===== config.mk =====
export PLATFORM = sky130hd
export DESIGN_NAME = pc_stack
export DESIGN_NICKNAME = d
export VERILOG_FILES = /design/src/rtl/pc_pkg.sv /design/src/rtl/ret_stack.sv /design/src/rtl/pc_stack.sv
export SDC_FILE = /design/constraint.sdc
export NUM_CORES = 1
export LEC_CHECK = 0
export ABC_AREA = 1
export BUFFER_PORTS_ARGS = -buffer_cell sky130_fd_sc_hd__buf_2
export CORE_ASPECT_RATIO = 1.1
export CORE_UTILIZATION = 60
export DETAILED_ROUTE_END_ITERATION = 8
export PLACE_DENSITY = 0.89
export SLEW_MARGIN = 25
export SYNTH_ARGS = -nofsm -noshare
export SYNTH_HDL_FRONTEND = slang
export SYNTH_SLANG_ARGS = --single-unit

===== constraint.sdc =====
create_clock -name clk -period 4.08 [get_ports clk]
set_input_delay 0.816 -clock clk [delete_from_list [all_inputs] [get_ports clk]]
set_output_delay 0.816 -clock clk [all_outputs]
set_load 0.005 [all_outputs]

===== src/rtl/pc_pkg.sv =====
// Shared constants for the program-counter block: default geometry and the
// encoding of the single action resolved from the control inputs each cycle.
package pc_pkg;

  localparam int PC_WIDTH = 16;
  localparam int PC_DEPTH = 8;

  typedef logic [2:0] act_t;

  localparam act_t ACT_CLR  = 3'd0;
  localparam act_t ACT_HOLD = 3'd1;
  localparam act_t ACT_CALL = 3'd2;
  localparam act_t ACT_RET  = 3'd3;
  localparam act_t ACT_LOAD = 3'd4;
  localparam act_t ACT_INCR = 3'd5;
  localparam act_t ACT_IDLE = 3'd6;

endpackage


===== src/rtl/ret_stack.sv =====
// Register-array LIFO holding return addresses. Pushes while full and pops
// while empty are dropped; only the occupancy count is reset.
module ret_stack #(
  parameter  int WIDTH = 16,
  parameter  int DEPTH = 8,
  localparam int SPW   = $clog2(DEPTH + 1)
) (
  input  logic             clk,
  input  logic             rst_n,
  input  logic             clr_i,
  input  logic             push_i,
  input  logic             pop_i,
  input  logic [WIDTH-1:0] wdata_i,
  output logic [WIDTH-1:0] top_o,
  output logic [SPW-1:0]   sp_o,
  output logic             full_o,
  output logic             empty_o
);

  localparam int IW = $clog2(DEPTH);

  logic [WIDTH-1:0] mem_q [DEPTH];
  logic [SPW-1:0]   sp_q, sp_d;
  logic [IW-1:0]    wr_idx, top_idx;
  logic             do_push, do_pop;

  assign full_o  = (sp_q == SPW'(DEPTH));
  assign empty_o = (sp_q == '0);
  assign do_push = push_i && !full_o;
  assign do_pop  = pop_i && !empty_o;
  assign wr_idx  = IW'(sp_q);
  assign top_idx = IW'(sp_q - SPW'(1));
  assign top_o   = mem_q[top_idx];
  assign sp_o    = sp_q;

  // NOTE: every always_comb output gets a default first so no latch is inferred.
  always_comb begin
    sp_d = sp_q;
    if (clr_i)        sp_d = '0;
    else if (do_push) sp_d = sp_q + SPW'(1);
    else if (do_pop)  sp_d = sp_q - SPW'(1);
  end

  // NOTE: sequential state uses non-blocking assignments so all flops update together.
  always_ff @(posedge clk or negedge rst_n) begin
    if (!rst_n) sp_q <= '0;
    else        sp_q <= sp_d;
  end

  // NOTE: the data array has no reset; entries above sp are never read as valid.
  always_ff @(posedge clk) begin
    if (do_push) mem_q[wr_idx] <= wdata_i;
  end

endmodule


===== src/rtl/pc_stack.sv =====
// Program counter with an integrated return-address stack, hold input and
// sticky overflow/underflow flags. One prioritised action per clock edge.
module pc_stack
  import pc_pkg::*;
#(
  parameter  int WIDTH = PC_WIDTH,
  parameter  int DEPTH = PC_DEPTH,
  localparam int SPW   = $clog2(DEPTH + 1)
) (
  input  logic             clk,
  input  logic             reset,
  input  logic [WIDTH-1:0] in,
  input  logic             clr,
  input  logic             hold,
  input  logic             call,
  input  logic             ret,
  input  logic             load,
  input  logic             incr,
  output logic [WIDTH-1:0] out,
  output logic [SPW-1:0]   sp,
  output logic             empty,
  output logic             full,
  output logic             ovf,
  output logic             unf
);

  act_t             act;
  logic [WIDTH-1:0] out_q, out_d, ret_addr, top;
  logic             ovf_q, ovf_d, unf_q, unf_d;
  logic             push, pop, stk_clr;

  always_comb begin
    act = ACT_IDLE;
    if (clr)       act = ACT_CLR;
    else if (hold) act = ACT_HOLD;
    else if (call) act = ACT_CALL;
    else if (ret)  act = ACT_RET;
    else if (load) act = ACT_LOAD;
    else if (incr) act = ACT_INCR;
  end

  assign ret_addr = out_q + WIDTH'(1);

  always_comb begin
    out_d   = out_q;
    ovf_d   = ovf_q;
    unf_d   = unf_q;
    push    = 1'b0;
    pop     = 1'b0;
    stk_clr = 1'b0;
    case (act)
      ACT_CLR: begin
        out_d   = '0;
        ovf_d   = 1'b0;
        unf_d   = 1'b0;
        stk_clr = 1'b1;
      end
      // Overflowing call still jumps; only the return address is lost.
      ACT_CALL: begin
        out_d = in;
        if (full) ovf_d = 1'b1;
        else      push  = 1'b1;
      end
      ACT_RET: begin
        if (empty) begin
          unf_d = 1'b1;
        end else begin
          out_d = top;
          pop   = 1'b1;
        end
      end
      ACT_LOAD: out_d = in;
      ACT_INCR: out_d = ret_addr;
      default: ;
    endcase
  end

  always_ff @(posedge clk or negedge reset) begin
    if (!reset) begin
      out_q <= '0;
      ovf_q <= 1'b0;
      unf_q <= 1'b0;
    end else begin
      out_q <= out_d;
      ovf_q <= ovf_d;
      unf_q <= unf_d;
    end
  end

  ret_stack #(.WIDTH(WIDTH), .DEPTH(DEPTH)) u_stack (
    .clk    (clk),
    .rst_n  (reset),
    .clr_i  (stk_clr),
    .push_i (push),
    .pop_i  (pop),
    .wdata_i(ret_addr),
    .top_o  (top),
    .sp_o   (sp),
    .full_o (full),
    .empty_o(empty)
  );

  assign out = out_q;
  assign ovf = ovf_q;
  assign unf = unf_q;

endmodule


==> summary by stage <==
Floorplanning
The die span in y is roughly 120 um. The die is between 100 and 150 um wide. The total area inside the core boundary comes to 11500 um2. The initialized floorplan defines 41 standard-cell rows. The total I/O pin count is 48. Once the floorplan was initialized, standard cells occupied 61.7% of the core. The die covers 12300 um2.

Critical path
The element type at the critical path start is a register. The longest individual stage delay on the worst path is 460 ps. The timing startpoint of the critical path is u_stack.sp_o[1].

The setup path with the least slack is of type reg2out. Data on the critical path is required at its endpoint by 3260 ps. The library cell contributing the largest single delay on the critical path is sky130_fd_sc_hd__dfrtp_1. The number of buffers and inverters on the critical path is 2. STA classifies the critical path endpoint as an output port. The critical-path maximum fanout is 7. The worst register-to-register path begins at u_stack.sp_o[1]. In this design, the largest share of critical-path delay is due to flip-flops.

For the worst setup path, the data arrival time is 1850 ps. The critical path goes through inv_1 > ha_1 > nand2_1 > nor2_1 > buf_2.

Clock network
Post-CTS timing repair inserted 0 buffers for setup. For the worst-skew pair, the clock arrives at the later sink with an insertion delay of 420 ps. The CTS tree is yes. After clock tree synthesis, the clock-pin slew on the worst setup and hold paths is 60 ps. The number of clock sinks seen by CTS is 150. The number of buffers on the longest clock path is 2. The buffer cell driving the clock tree root is sky130_fd_sc_hd__clkbuf_16.

The number of CTS-inserted buffers is 17. The H-tree was split into 4 levels. In this run, post-CTS hold repair placed 0 buffers.

The post-cts resize count is 0.

STA
At the pin with the least slew margin, the transition time is 1070 ps. Between clock sinks in the finished design, the worst skew comes to 9.72 ps. The timing-limited maximum frequency is 0.376 GHz.

The setup-violating endpoint count in the final report is 0. The max-slew violation count is 0. The final cycle utilization of the critical path is 65.3%. Measured against its own limit, the worst slew margin works out to 28.4%. Summed over all failing endpoints, the final setup total negative slack is 0 ps. The count of final hold-check violations is 0. Hold timing on the final database bottoms out at a slack of 377 ps. Setup repair after global routing left no endpoint under its margin. The time the final worst path needs with I/O delays and setup is 2660 ps.

Final layout
The total inserted antenna cells is 0. The post-synthesis to final-layout area growth is 13.6%. The fraction of layout cells with a size suffix above 1 is 14.3%. The post-layout net count is between 800 and 900. The summed area of non-filler cells in the final layout is 8060 um2.

Logic synthesis
Counting flops with a built-in enable in the synthesized netlist gives 128. During synthesis, Yosys emitted a total of 0 warnings. The synthesized netlist contains 37 unique library cells. The gate count after technology mapping is ~750. The fraction of the mapped netlist area in simple logic gates is between 20% and 30%. sky130_fd_sc_hd__nand2_1 is the most common cell in the netlist.

After Yosys synthesis, XOR and XNOR cells account for 1.32% of the synthesized area. The post-synthesis compound-gate area fraction is 1.85%. The main combinational cell family by area after synthesis is simple AND/OR/NAND/NOR gates. Summing every instance area after synthesis gives 7090 um2. Each instance of the synthesized netlist takes up on average ~9.4 um2. The library cell occupying the most area in the post-synthesis netlist is sky130_fd_sc_hd__edfxtp_1. The post-synthesis share of cell area spent on full adders, half adders and majority gates is 0.529%.

Of the synthesized area, sequential elements account for 62.0%. Summed over its instances, the top area cell type makes up 54.2% of the synthesized netlist area. When the netlist entered floorplanning its net count stood at 780.

The number of synthesized register bits is 150. Yosys attributes the largest share of cell area to sky130_fd_sc_hd__edfxtp_1 54%, sky130_fd_sc_hd__nand2_1 13%, sky130_fd_sc_hd__dfrtp_1 7.8%. The portion of synthesized area spent on multiplexers is 0%. Ranked by instance count, the synthesized netlist is headed by 239 x sky130_fd_sc_hd__nand2_1, 128 x sky130_fd_sc_hd__edfxtp_1, 107 x sky130_fd_sc_hd__nand3_1, 91 x sky130_fd_sc_hd__nor2_1, 56 x sky130_fd_sc_hd__inv_1. The dominant synthesized flop cell is sky130_fd_sc_hd__edfxtp_1. The fraction of registers with async set or reset after synthesis is 14.7%.

Power
The total power divided by cell area is 501 nW/um2. The leakage power total is about 3.4 nW. VDD sags by at most about 0.35 mV.

Detailed routing
After the first detailed-routing iteration, the DRC count stood at about 760. Dividing the detail-routed wire length by the instance count gives between 15 and 20 um. The routed design has 17900 um of wire.

For this run, design rule violations remaining after detail routing come to 0. Once detail routing completed, the nets flagged for antenna violations numbered 0. Summing over every cut layer, the via total after detailed routing is between 5000 and 6000. After detailed routing, the number of vias per cell comes to 5.91.

The pre-antenna-repair detailed-routing pass consisted of 5 iterations.

Outcome
The run finished with clean final reports.

Placed design
The total cell area at the placement stage is about 7500 um2. The placer's final routability congestion estimate is 0.913. Detailed placement ended at an HPWL of 10200 um. During placement, the flow inserted port buffers numbering 47.

Global routing
The first global-routing pass estimated 27400 um of wire. The number of global-route vias before repair was 5303. The residual overflow from global routing is 0. The maximum number of pins on one net before global-route repair is 77. Global routing used 30.1% of the available tracks.

The initial antenna violation count is 0.

Hold path
The type of the tightest min-delay check is in2async.

Job
The max-cap violation count is 0.
cell usage in the layout, fill, tap and decap left out, drive strengths merged, types with 3 or more instances in the layout:
cell | netlist | final
xor2 | 5 | 5
buf | 17 | 58
clkbuf | 12 | 17
a21oi | 3 | 3
nor2 | 95 | 95
nand4 | 4 | 4
o21ai | 13 | 13
edfxtp | 128 | 128
nand2 | 243 | 243
and2 | 6 | 6
nor3 | 4 | 4
or2 | 19 | 19
inv | 64 | 64
dfrtp | 22 | 22
xnor2 | 4 | 4
ha | 3 | 3
nand3 | 107 | 107
clkinv | 0 | 11
bufinv | 0 | 3
registers in the layout (all words and copies together) (netlist names):
| signal | flops |
|---|---|
| u_stack.sp_o | 4 |
| unf | 1 |
| u_stack.mem_q | 128 |
| out | 16 |
| ovf | 1 |
final timing paths:
| check | endpoint | cells after the start | slack (ps) |
|---|---|---|---|
| hold reg to reg | ovf | 1 | 510 |
| min in group clk | ovf | 1 | 510 |
| setup reg to reg | out[1] | 10 | 1490 |
| setup / recovery | empty | 5 | 1420 |
| max in group asynchronous | u_stack.sp_o[0] | 1 | 3310 |
| hold / removal | unf | 1 | 380 |
power breakdown:
| group | internal (mW) | switching, mW | total, mW |
|---|---|---|---|
| clock network | 0.952 | 0.600 | 1.55 |
| logic | 0.200 | 0.488 | 0.688 |
| registers | 1.74 | 0.0539 | 1.80 |
| total | 2.89 | 1.14 | 4.04 |
kinds of logic (layout without fill, tap and decap cells):
| group | after synthesis | in the layout |
|---|---|---|
| DFF | 150 | 150 |
| and+or+nand+nor | 479 | 479 |
| adders and majority gates | 3 | 3 |
| buffers and inverters | 93 | 154 |
| xor gates and xnor gates | 9 | 9 |
| AOI/OAI and AO/OA | 19 | 19 |
layout make-up:
cell class                 count  area, um2
sequential                   150       4400
clock buffer                  17        425
tap                          150        188
clock inverter                15        163
fill                         782       3430
multi-input combinational    510       2320
timing repair buffer          58        318
inverter                      64        243
layer usage:
metal	up-vias	GRT usage [%]	routed length, um
met3	86	7.59	1800
met5	-	0	0
li1	2557	-	-
met2	405	51.1	8910
met4	0	15.7	821
met1	2646	35.9	6320
metrics by stage:
step                total power, mW  utilization (%)  worst slack [ps]  instances
global placement               2.46             65.0              1660        932
global route                   4.17             70.1              1310        964
detailed placement             2.48             65.0              1620        932
CTS                            4.01             70.1              1420        964
finish                         4.04             70.1              1420        964
floorplan                      2.27                -               975        753
Power figures use the tool's default switching activity.
